$ cat src/rtl/rx_frame_arbiter.sv
// Two-source frame arbiter in front of a single byte-stream receiver: whole-frame
// grants with round-robin on contention, enforced inter-frame gap and length truncation.
module rx_frame_arbiter #(
  parameter int IFG_CYCLES = 12,
  parameter int MAX_LEN    = 1518,
  parameter int LEN_W      = 11
) (
  input  logic        clk,
  input  logic        rst,
  input  logic        req0,
  output logic        gnt0,
  input  logic [7:0]  rxd0,
  input  logic        rx_dv0,
  input  logic        req1,
  output logic        gnt1,
  input  logic [7:0]  rxd1,
  input  logic        rx_dv1,
  output logic [7:0]  txd,
  output logic        tx_en,
  output logic [15:0] frame_cnt0,
  output logic [15:0] frame_cnt1,
  output logic        trunc
);
  localparam int GAP_W = (IFG_CYCLES > 1) ? $clog2(IFG_CYCLES + 1) : 1;
  localparam logic [LEN_W-1:0] LEN_MAX  = LEN_W'(MAX_LEN);
  localparam logic [GAP_W-1:0] GAP_LOAD = GAP_W'((IFG_CYCLES > 0) ? IFG_CYCLES - 1 : 0);

  typedef enum logic [1:0] {IDLE, GRANT, BUSY, GAP} state_t;

  state_t           r_state, w_state;
  logic             r_sel, w_sel;
  logic             r_ptr, w_ptr;
  logic [LEN_W-1:0] r_len, w_len;
  logic             r_trunc_seen, w_trunc_seen;
  logic [GAP_W-1:0] r_gap, w_gap;
  logic [7:0]       r_txd, w_txd;
  logic             r_tx_en, w_tx_en;
  logic             r_gnt0, w_gnt0;
  logic             r_gnt1, w_gnt1;
  logic [15:0]      r_cnt0, w_cnt0;
  logic [15:0]      r_cnt1, w_cnt1;
  logic             r_trunc, w_trunc;

  logic       w_req;
  logic       w_dv;
  logic [7:0] w_rxd;
  logic       w_winner;

  // Only the owning source's inputs are ever looked at
  assign w_req    = r_sel ? req1   : req0;
  assign w_dv     = r_sel ? rx_dv1 : rx_dv0;
  assign w_rxd    = r_sel ? rxd1   : rxd0;
  assign w_winner = (req0 && req1) ? r_ptr : req1;

  always_comb begin
    w_state      = r_state;
    w_sel        = r_sel;
    w_ptr        = r_ptr;
    w_len        = r_len;
    w_trunc_seen = r_trunc_seen;
    w_gap        = r_gap;
    w_txd        = r_txd;
    w_tx_en      = 1'b0;
    w_gnt0       = r_gnt0;
    w_gnt1       = r_gnt1;
    w_cnt0       = r_cnt0;
    w_cnt1       = r_cnt1;
    w_trunc      = 1'b0;
    case (r_state)
      IDLE: begin
        if (req0 || req1) begin
          w_sel        = w_winner;
          w_gnt0       = ~w_winner;
          w_gnt1       = w_winner;
          w_len        = '0;
          w_trunc_seen = 1'b0;
          w_state      = GRANT;
        end else begin
          w_state = IDLE;
        end
      end
      GRANT, BUSY: begin
        if (w_dv) begin
          w_state = BUSY;
          if (r_len < LEN_MAX) begin
            w_txd   = w_rxd;
            w_tx_en = 1'b1;
            w_len   = r_len + 1'b1;
          end else if (!r_trunc_seen) begin
            w_trunc      = 1'b1;
            w_trunc_seen = 1'b1;
          end else begin
            w_trunc = 1'b0;
          end
        end else if (r_state == GRANT) begin
          // Source gave up before sending anything: release without counting
          if (!w_req) begin
            w_gnt0  = 1'b0;
            w_gnt1  = 1'b0;
            w_ptr   = ~r_sel;
            w_state = IDLE;
          end else begin
            w_state = GRANT;
          end
        end else begin
          w_gnt0 = 1'b0;
          w_gnt1 = 1'b0;
          w_ptr  = ~r_sel;
          if (r_sel) begin
            w_cnt1 = r_cnt1 + 16'h0001;
          end else begin
            w_cnt0 = r_cnt0 + 16'h0001;
          end
          if (IFG_CYCLES == 0) begin
            w_state = IDLE;
          end else begin
            w_gap   = GAP_LOAD;
            w_state = GAP;
          end
        end
      end
      GAP: begin
        if (r_gap == '0) begin
          w_state = IDLE;
        end else begin
          w_gap = r_gap - 1'b1;
        end
      end
      default: begin
        w_gnt0  = 1'b0;
        w_gnt1  = 1'b0;
        w_state = IDLE;
      end
    endcase
  end

  always_ff @(posedge clk or posedge rst) begin
    if (rst) begin
      r_state      <= IDLE;
      r_sel        <= 1'b0;
      r_ptr        <= 1'b0;
      r_len        <= '0;
      r_trunc_seen <= 1'b0;
      r_gap        <= '0;
      r_txd        <= 8'h00;
      r_tx_en      <= 1'b0;
      r_gnt0       <= 1'b0;
      r_gnt1       <= 1'b0;
      r_cnt0       <= 16'h0000;
      r_cnt1       <= 16'h0000;
      r_trunc      <= 1'b0;
    end else begin
      r_state      <= w_state;
      r_sel        <= w_sel;
      r_ptr        <= w_ptr;
      r_len        <= w_len;
      r_trunc_seen <= w_trunc_seen;
      r_gap        <= w_gap;
      r_txd        <= w_txd;
      r_tx_en      <= w_tx_en;
      r_gnt0       <= w_gnt0;
      r_gnt1       <= w_gnt1;
      r_cnt0       <= w_cnt0;
      r_cnt1       <= w_cnt1;
      r_trunc      <= w_trunc;
    end
  end

  assign gnt0       = r_gnt0;
  assign gnt1       = r_gnt1;
  assign txd        = r_txd;
  assign tx_en      = r_tx_en;
  assign frame_cnt0 = r_cnt0;
  assign frame_cnt1 = r_cnt1;
  assign trunc      = r_trunc;
endmodule

$ cat config.mk
export PLATFORM = sky130hd
export DESIGN_NAME = rx_frame_arbiter
export DESIGN_NICKNAME = d
export VERILOG_FILES = /design/src/rtl/rx_frame_arbiter.sv
export SDC_FILE = /design/constraint.sdc
export NUM_CORES = 1
export LEC_CHECK = 0
export CAP_MARGIN = 20
export CORE_MARGIN = 8
export CORE_UTILIZATION = 27
export CTS_CLUSTER_DIAMETER = 40
export DETAILED_ROUTE_END_ITERATION = 16
export HOLD_SLACK_MARGIN = 0.12
export PLACE_DENSITY = 0.54
export RECOVER_POWER = 100
export SLEW_MARGIN = 5
export SYNTH_ARGS = -nofsm -noshare
export SYNTH_HDL_FRONTEND = slang
export SYNTH_SLANG_ARGS = --single-unit
$ cat constraint.sdc
create_clock -name clk -period 6.4 [get_ports clk]
set_clock_uncertainty 0.05 [all_clocks]
set_input_delay 1.28 -clock clk [delete_from_list [all_inputs] [get_ports clk]]
set_output_delay 1.28 -clock clk [all_outputs]
set_load 0.03 [all_outputs]
# [Word-level counts from Yosys, hierarchy flattened]
# Cells that the tools add are included.
[totals] regBits=64 output_inout_bits=44 inputBits=22 word_cells=89
[op_classes] n_lt_le_gt_ge=1 add_sub_neg=4 reduce_logical=16 n_mux=38 bitwise_logic=4 eq_ne=13
[op_table] op="$mux 11" count=3
[op_table] op="$add 16x1->16 const B" count=2
[op_table] op="$reduce_and 4->1" count=6
[op_table] op="$mux 1" count=22
[op_table] op="$pmux 11 s2" count=1
[op_table] op="$ne 2x2->1 const B" count=9
[op_table] op="$mux 4" count=3
[op_table] op="$add 11x1->11 const B" count=1
[op_table] op="$lt 11x11->1 const B" count=1
[op_table] op="$mux 8" count=1
[op_table] op="$pmux 4 s2" count=1
[op_table] op="$mux 2" count=3
[op_table] op="$pmux 1 s2" count=3
[op_table] op="$pmux 2 s3" count=1
[op_table] op="$reduce_and 3->1" count=2
[op_table] op="$eq 2x2->1 const B" count=2
[op_table] op="$logic_not 4->1" count=1
[op_table] op="$not 1->1" count=4
[op_table] op="$reduce_bool 2->1" count=2
[op_table] op="$sub 4x1->4 const B" count=1
[op_table] op="$ne 3x3->1 const B" count=1
[op_table] op="$eq 2x1->1 const B" count=1
[op_table] op="$logic_not 2->1" count=1
[op_table] op="$reduce_and 2->1" count=1
[op_table] op="3 further kinds" count=3

# [Depth between registers and ports, before layout]
# Gate-level depths: netlist of run 1.
[depth] word_depth=5 depth_mapped=7 depth_no_buf=6

# [Least setup slack after synthesis of run 1]
# No wires, ideal clock.
[synth_timing] path_type="input to register" from="input rx_dv0" to="register r_cnt0[14], in the netlist frame_cnt0[14]" arrival_ns=2.438 slack_ns=3.779 required_time_ns=6.217 cell_stages=4 n_path_buf=0 setup_time_ns=0.133 cell_sequence="or4b_4 > nor4_4 > nand4_1 > xnor2_1"
[synth_between] elab_chain_cells=3
[synth_rtl] item="start: declaration" line="13" text="input logic rx_dv0,"
[synth_rtl] item="$mux 1" line="51" text="assign w_dv = r_sel ? rx_dv1 : rx_dv0;"
[synth_rtl] item="$not 1->1 (no line)"
[synth_rtl] item="$reduce_and 4->1 (no line)"
[synth_rtl] item="end signal: assignment" line="163" text="r_cnt0 <= w_cnt0;"
[synth_rtl] item="end: declaration" line="40" text="logic [15:0] r_cnt0, w_cnt0;"
# Every way passes these cells.
# A chain may end at the register's enable or synchronous reset.

# [Worst setup path in the final report of run 1]
[layout_timing] from="input rx_dv0" to="register r_cnt0[11], in the netlist frame_cnt0[11]"
# Same word-level chain as after synthesis.

==> results.toml, run 1 <==
[cts]
cts.sinks = 64
cts_tree = "yes"
clkTransAtPathRegs_ps = 60
cts_hold_buf = 0
post_cts_buffers = 0
cts_buffer_depth = 2
cts.htree.levels = 3
cts_resized = 0
cts_root_buf = "clkbuf_16"
clock_latency_ps = 320
cts_buffers = 9

[critical_path]
cp.arrival_ps = 3490
start_kind = "input port"
r2r_cells = 6
critPathMaxFanout = 6
rr_endpoint = "frame_cnt0[11]"
critPathCaptureType = "register"
required_ps = 6550
cp-startpoint = "rx_dv0"
r2r-start = "r_state[1]"
worstSetupEndpoint = "frame_cnt0[11]"
path_class = "in -> reg"
r2r_slack_ps = 3340

[synthesis]
yosysTopAreaCell = "dfrtp_1"
synthArstFlopShare_pct = 100
synthesis.nets = 344
dominantRegCellSynth = "dfrtp_1"
synth.cell_area_um2 = 3350
ys_types = 50
ys_seq_elements = 64
synth_top_cell_area_share_pct = 47.9
yosysSeqAreaShare_pct = 47.9
synth_area_leaders = "dfrtp_1 48%, xnor2_1 6.3%, mux2_2 6.1%"
synth_edf_count = 0
ys_warn_count = 0
avgSynthCellArea_um2 = 10.7
synthCells = 313

[floorplan]
fp.dieH_um = 127
start_util_pct = 27.7
die_w_um = 127
num_rows = 40
io_pins = 66
die-area_um2 = 16200
design.core.area_um2 = 12100

[sta]
fin_tns_setup_ps = 0
hold_viol_final = 0
slew_viol_final = 0
hold_ws_ps = 415
setup_ws_ps = 3070
post-route-min-period_ps = 3330
relSlewSlack_pct = 37.4
setup_viol = 0
fin_crit_sh_pct = 52.1
rsz0062_at_grt = "no"
tightest_slew_ps = 916
max_freq_mhz = 300

[global_routing]
grt_max_degree = 65
grt.busiest_layer = "met2"
grt_pass1_vias = 2673
use_met3_pct = 3.70
grt_usage_pct = 10.0
overflow = 0
grtUsageMet2_pct = 15.2
grt_pass1_wl_mm = 13.3
grtUsageMet1_pct = 12.4
antenna_found_initial = 0

[finish]
nNetsFinal = 416
layout_common_cells = "64 x dfrtp_1, 48 x dlygate4sd3_1, 33 x nand2_1"
areaGrowthSynthToFinish_pct = 33.0
antenna_cells = 0
fin_area_um2 = 4450
final_common_cell = "dfrtp_1"
drive_above_1_share_pct = 8.97
final_cells = 558

[power_and_ir_drop]
leakagePower_nw = 1.95
power_density_nw_per_um2 = 415
peakVddDrop_v = 0.000206

[place]
gp_congestion = 0.802
dp_cells = 542
placed_area_um2 = 4190
pre_cts_slack_ps = 3100
port_buffers = 65
place_hpwl_mm = 5.58

[route]
first_pass_iters = 4
wirelength_mm = 7.75
vias_per_cell = 4.64
detail-route-antenna-nets = 0
first_iter_violations = 189
num_vias = 2587
drc = 0
wl_per_cell_um = 13.9

[run]
drv_cap = 0

[min_path]
min_path_type = "reg -> reg"

[status]
status = "finished, final reports clean"
## metal layers
| metal | wire [µm] | up-vias | part of all wire, % |
|---|---|---|---|
| li1 | - | 1290 | - |
| met1 | 3650 | 1229 | 47 |
| met2 | 3440 | 58 | 44 |
| met3 | 531 | 10 | 6.8 |
| met4 | 131 | 0 | 1.7 |
| met5 | 0 | - | 0 |
## cell usage after synthesis (2+ instances only)
library cell and count:
nand2b_1 4, and2_1 3, o22ai_1 2, and3_1 3, nand3_1 11, dfrtp_1 64, nand2_1 33, a31oi_1 3
o21a_1 2, xor2_1 6, nor4_1 5, inv_1 19, o2111ai_1 2, mux2i_1 8, a211o_1 2, a21oi_1 8
xnor2_1 24, nor2_1 9, a22o_1 5, o211ai_1 10, clkbuf_1 4, ha_1 9, nand4_1 15, nor3_1 10
o31ai_1 2, or3_1 2, mux2_2 18, a21boi_0 2, o21ai_0 7
## registers in the layout, indices dropped and copies added (netlist names), 2 cells and up
| name | cells |
|---|---|
| frame_cnt0 | 16 |
| frame_cnt1 | 16 |
| r_len | 11 |
| txd | 8 |
| r_gap | 4 |
| r_state | 2 |
## cells by family (layout without fill, tap and decap cells)
family | Yosys count | count (layout) | share of synthesized area [%]
buffers and inverters | 24 | 101 | 2.92
muxes | 26 | 26 | 8.45
xor gates and xnor gates | 30 | 30 | 7.85
DFF | 64 | 64 | 47.9
adders and majority gates | 9 | 9 | 3.36
and+or+nand+nor | 103 | 103 | 17.0
AOI/OAI and AO/OA | 57 | 57 | 12.6
## stage by stage
| step | util, % | power [mW] |
|---|---|---|
| global route | 36.9 | 1.98 |
| global placement | 34.7 | 1.38 |
| floorplan | - | 1.15 |
| detailed placement | 34.7 | 1.40 |
| CTS | 37.3 | 1.92 |
| finish | 36.9 | 1.85 |
## worst max-delay path, stage by stage
cell	delay, ps
dlygate4sd3_1	600
nor4b_1	810
nand3_1	140
or4_1	520
xnor2_1	140
## worst min-delay path by stage
stage	startpoint	to	cells past startpoint
finish	frame_cnt1[15]	frame_cnt1[15]	1
global route	frame_cnt0[15]	frame_cnt0[15]	1
CTS	frame_cnt0[15]	frame_cnt0[15]	1
detailed placement	r_trunc_seen	trunc	1
global placement	frame_cnt1[15]	frame_cnt1[15]	1
floorplan	r_trunc_seen	trunc	1
## where the power goes
group | internal [mW] | switching, mW | leakage [nW]
registers | 0.495 | 0.0989 | 0.821
logic | 0.299 | 0.444 | 0.969
clock network | 0.339 | 0.175 | 0.156
## layout make-up
| type | instances | area [µm²] |
|---|---|---|
| repair buffers | 66 | 658 |
| flip-flops and latches | 64 | 1600 |
| fillers | 1229 | 7610 |
| multi-input cells | 225 | 1600 |
| well taps | 168 | 210 |
| inverters | 19 | 71.3 |
| clock buffers | 10 | 229 |
| clock inverters | 6 | 83.8 |
(Power assumes the default switching activity.)
==> inputs of run 2 (changes only) <==
==> constraint.sdc (replaced) <==
create_clock -name clk -period 3.25 [get_ports clk]
set_clock_uncertainty 0.05 [all_clocks]
set_input_delay 0.65 -clock clk [delete_from_list [all_inputs] [get_ports clk]]
set_output_delay 0.65 -clock clk [all_outputs]
set_load 0.03 [all_outputs]
==> run 2 against run 1 <==
Highest routed layer unchanged. Critical path depth up 1. Cell area up 1.0%. Sequential power up 97%. Setup slack worse by 2500 ps. Global-route usage about the same. Cell count up 0.18%. Largest cell class is now multi-input gates. Die area unchanged. The run now ends with max-capacitance violations, max-slew violations left. Non-clock buffer count up 1. Worst hold slack worse by 2.4 ps. First-iteration DRC count down 7.9%. Register-to-register slack worse by 2800 ps.
==> results.toml, run 2 (same netlist as run 1, synthesis figures left out) <==
[status]
status = "finished, violations left"
violations = "max-capacitance violations, max-slew violations"

[sta]
hold_viol_final = 0
fin_crit_sh_pct = 83.4
slew_viol_final = 65
setup_viol = 0
max_freq_mhz = 369
hold_ws_ps = 413
post-route-min-period_ps = 2710
rsz0062_at_grt = "no"
fin_tns_setup_ps = 0
relSlewSlack_pct = -6.01
tightest_slew_ps = 1590

[critical_path]
required_ps = 3400
cp.arrival_ps = 2860
critPathMaxFanout = 16
worstPathCellList = "inv_1, ha_1, buf_4, nand2_1, a21oi_1, mux2_2"
path_class = "reg -> reg"
max_stage_delay_ps = 750
start_kind = "register"
cp_slowest_cell = "a21oi_1"
critPathCaptureType = "register"

[route]
first_iter_violations = 174
detail-route-antenna-nets = 0
vias_per_cell = 4.70
top_layer = "met4"
num_vias = 2626
wl_per_cell_um = 14.2
wl_met1_mm = 3.69
wl_met3_um = 608
drc = 0
first_pass_iters = 4
met2_length_mm = 3.54
wirelength_mm = 7.96

[floorplan]
num_rows = 40
fp.dieH_um = 127
io_pins = 66
start_util_pct = 27.7
design.core.area_um2 = 12100
die_w_um = 127
die-area_um2 = 16200

[cts]
cts.sinks = 64
cts_tree = "yes"
cts_buffers = 9
cts_buffer_depth = 2
cts_root_buf = "clkbuf_16"
cts_hold_buf = 0
cts_resized = 0
clkTransAtPathRegs_ps = 50
clock_latency_ps = 320
cts.htree.levels = 3
post_cts_buffers = 0

[global_routing]
overflow = 0
grt_max_degree = 65
grt_usage_pct = 10.0
grt_pass1_vias = 2673
antenna_found_initial = 0
grt_pass1_wl_mm = 13.2

[place]
gp_congestion = 0.822
place_hpwl_mm = 5.66
port_buffers = 65
dp_cells = 543

[power_and_ir_drop]
leakagePower_nw = 1.96
power_density_nw_per_um2 = 834
peakVddDrop_v = 0.000414

[finish]
areaGrowthSynthToFinish_pct = 34.4
antenna_cells = 0
layout_common_cells = "64 x dfrtp_1, 45 x dlygate4sd3_1, 33 x nand2_1"
drive_above_1_share_pct = 9.72
nNetsFinal = 417
final_cells = 559
final_common_cell = "dfrtp_1"

[run]
drv_cap = 1

[min_path]
min_path_type = "reg -> reg"
==> run 2: layer usage <==
layer / GRT usage (%) / up-vias
met4: 4.20 / 0
met5: 0 / -
met3: 3.70 / 11
met2: 15.7 / 76
li1: - / 1289
met1: 12.2 / 1250
==> run 2: final cells by class <==
cell class	instances	area, µm²
sequential	64	1600
tap	168	210
timing repair buffer	67	663
clock inverter	2	60.1
multi-input combinational	225	1620
inverter	19	71.3
fill	1206	7560
clock buffer	14	274
==> run 2: stage by stage <==
stage | total power [mW] | worst slack (ps) | instance area, µm² | util [%]
6_report | 3.75 | 538 | 4500 | 37.3
5_1_grt | 3.99 | 317 | 4500 | 37.3
4_1_cts | 3.86 | 806 | 4540 | 37.7
3_5_place_dp | 2.77 | 626 | 4210 | 34.9
3_3_place_gp | 2.75 | 662 | 4210 | 34.9
2_1_floorplan | 2.25 | 952 | 3350 | -
==> run 2: final timing paths <==
check / slack, ps / cells after the start / end / start
max: 540 / 6 / txd[7] / r_state[0]
min: 410 / 1 / frame_cnt1[15] / frame_cnt1[15]
max in group asynchronous: 930 / 3 / r_len[10] / rst
min in group asynchronous: 1280 / 3 / frame_cnt1[0] / rst
min reg2reg: 410 / 1 / frame_cnt1[15] / frame_cnt1[15]
max reg2reg: 540 / 6 / txd[7] / r_state[0]
==> run 2: power breakdown <==
| part | switching (mW) | internal (mW) | total (mW) |
|---|---|---|---|
| clock | 0.332 | 0.735 | 1.07 |
| combinational | 0.898 | 0.615 | 1.51 |
| sequential | 0.199 | 0.975 | 1.17 |
| total | 1.43 | 2.32 | 3.75 |
==> run 2: worst max-delay path: cells and delay by family, from the launching register on <==
family | cells | cell delay (ps)
AOI/OAI and AO/OA | 1 | 750
adders and majority gates | 1 | 490
muxes | 1 | 420
buffers and inverters | 2 | 380
DFF | 1 | 400
and+or+nand+nor | 1 | 100
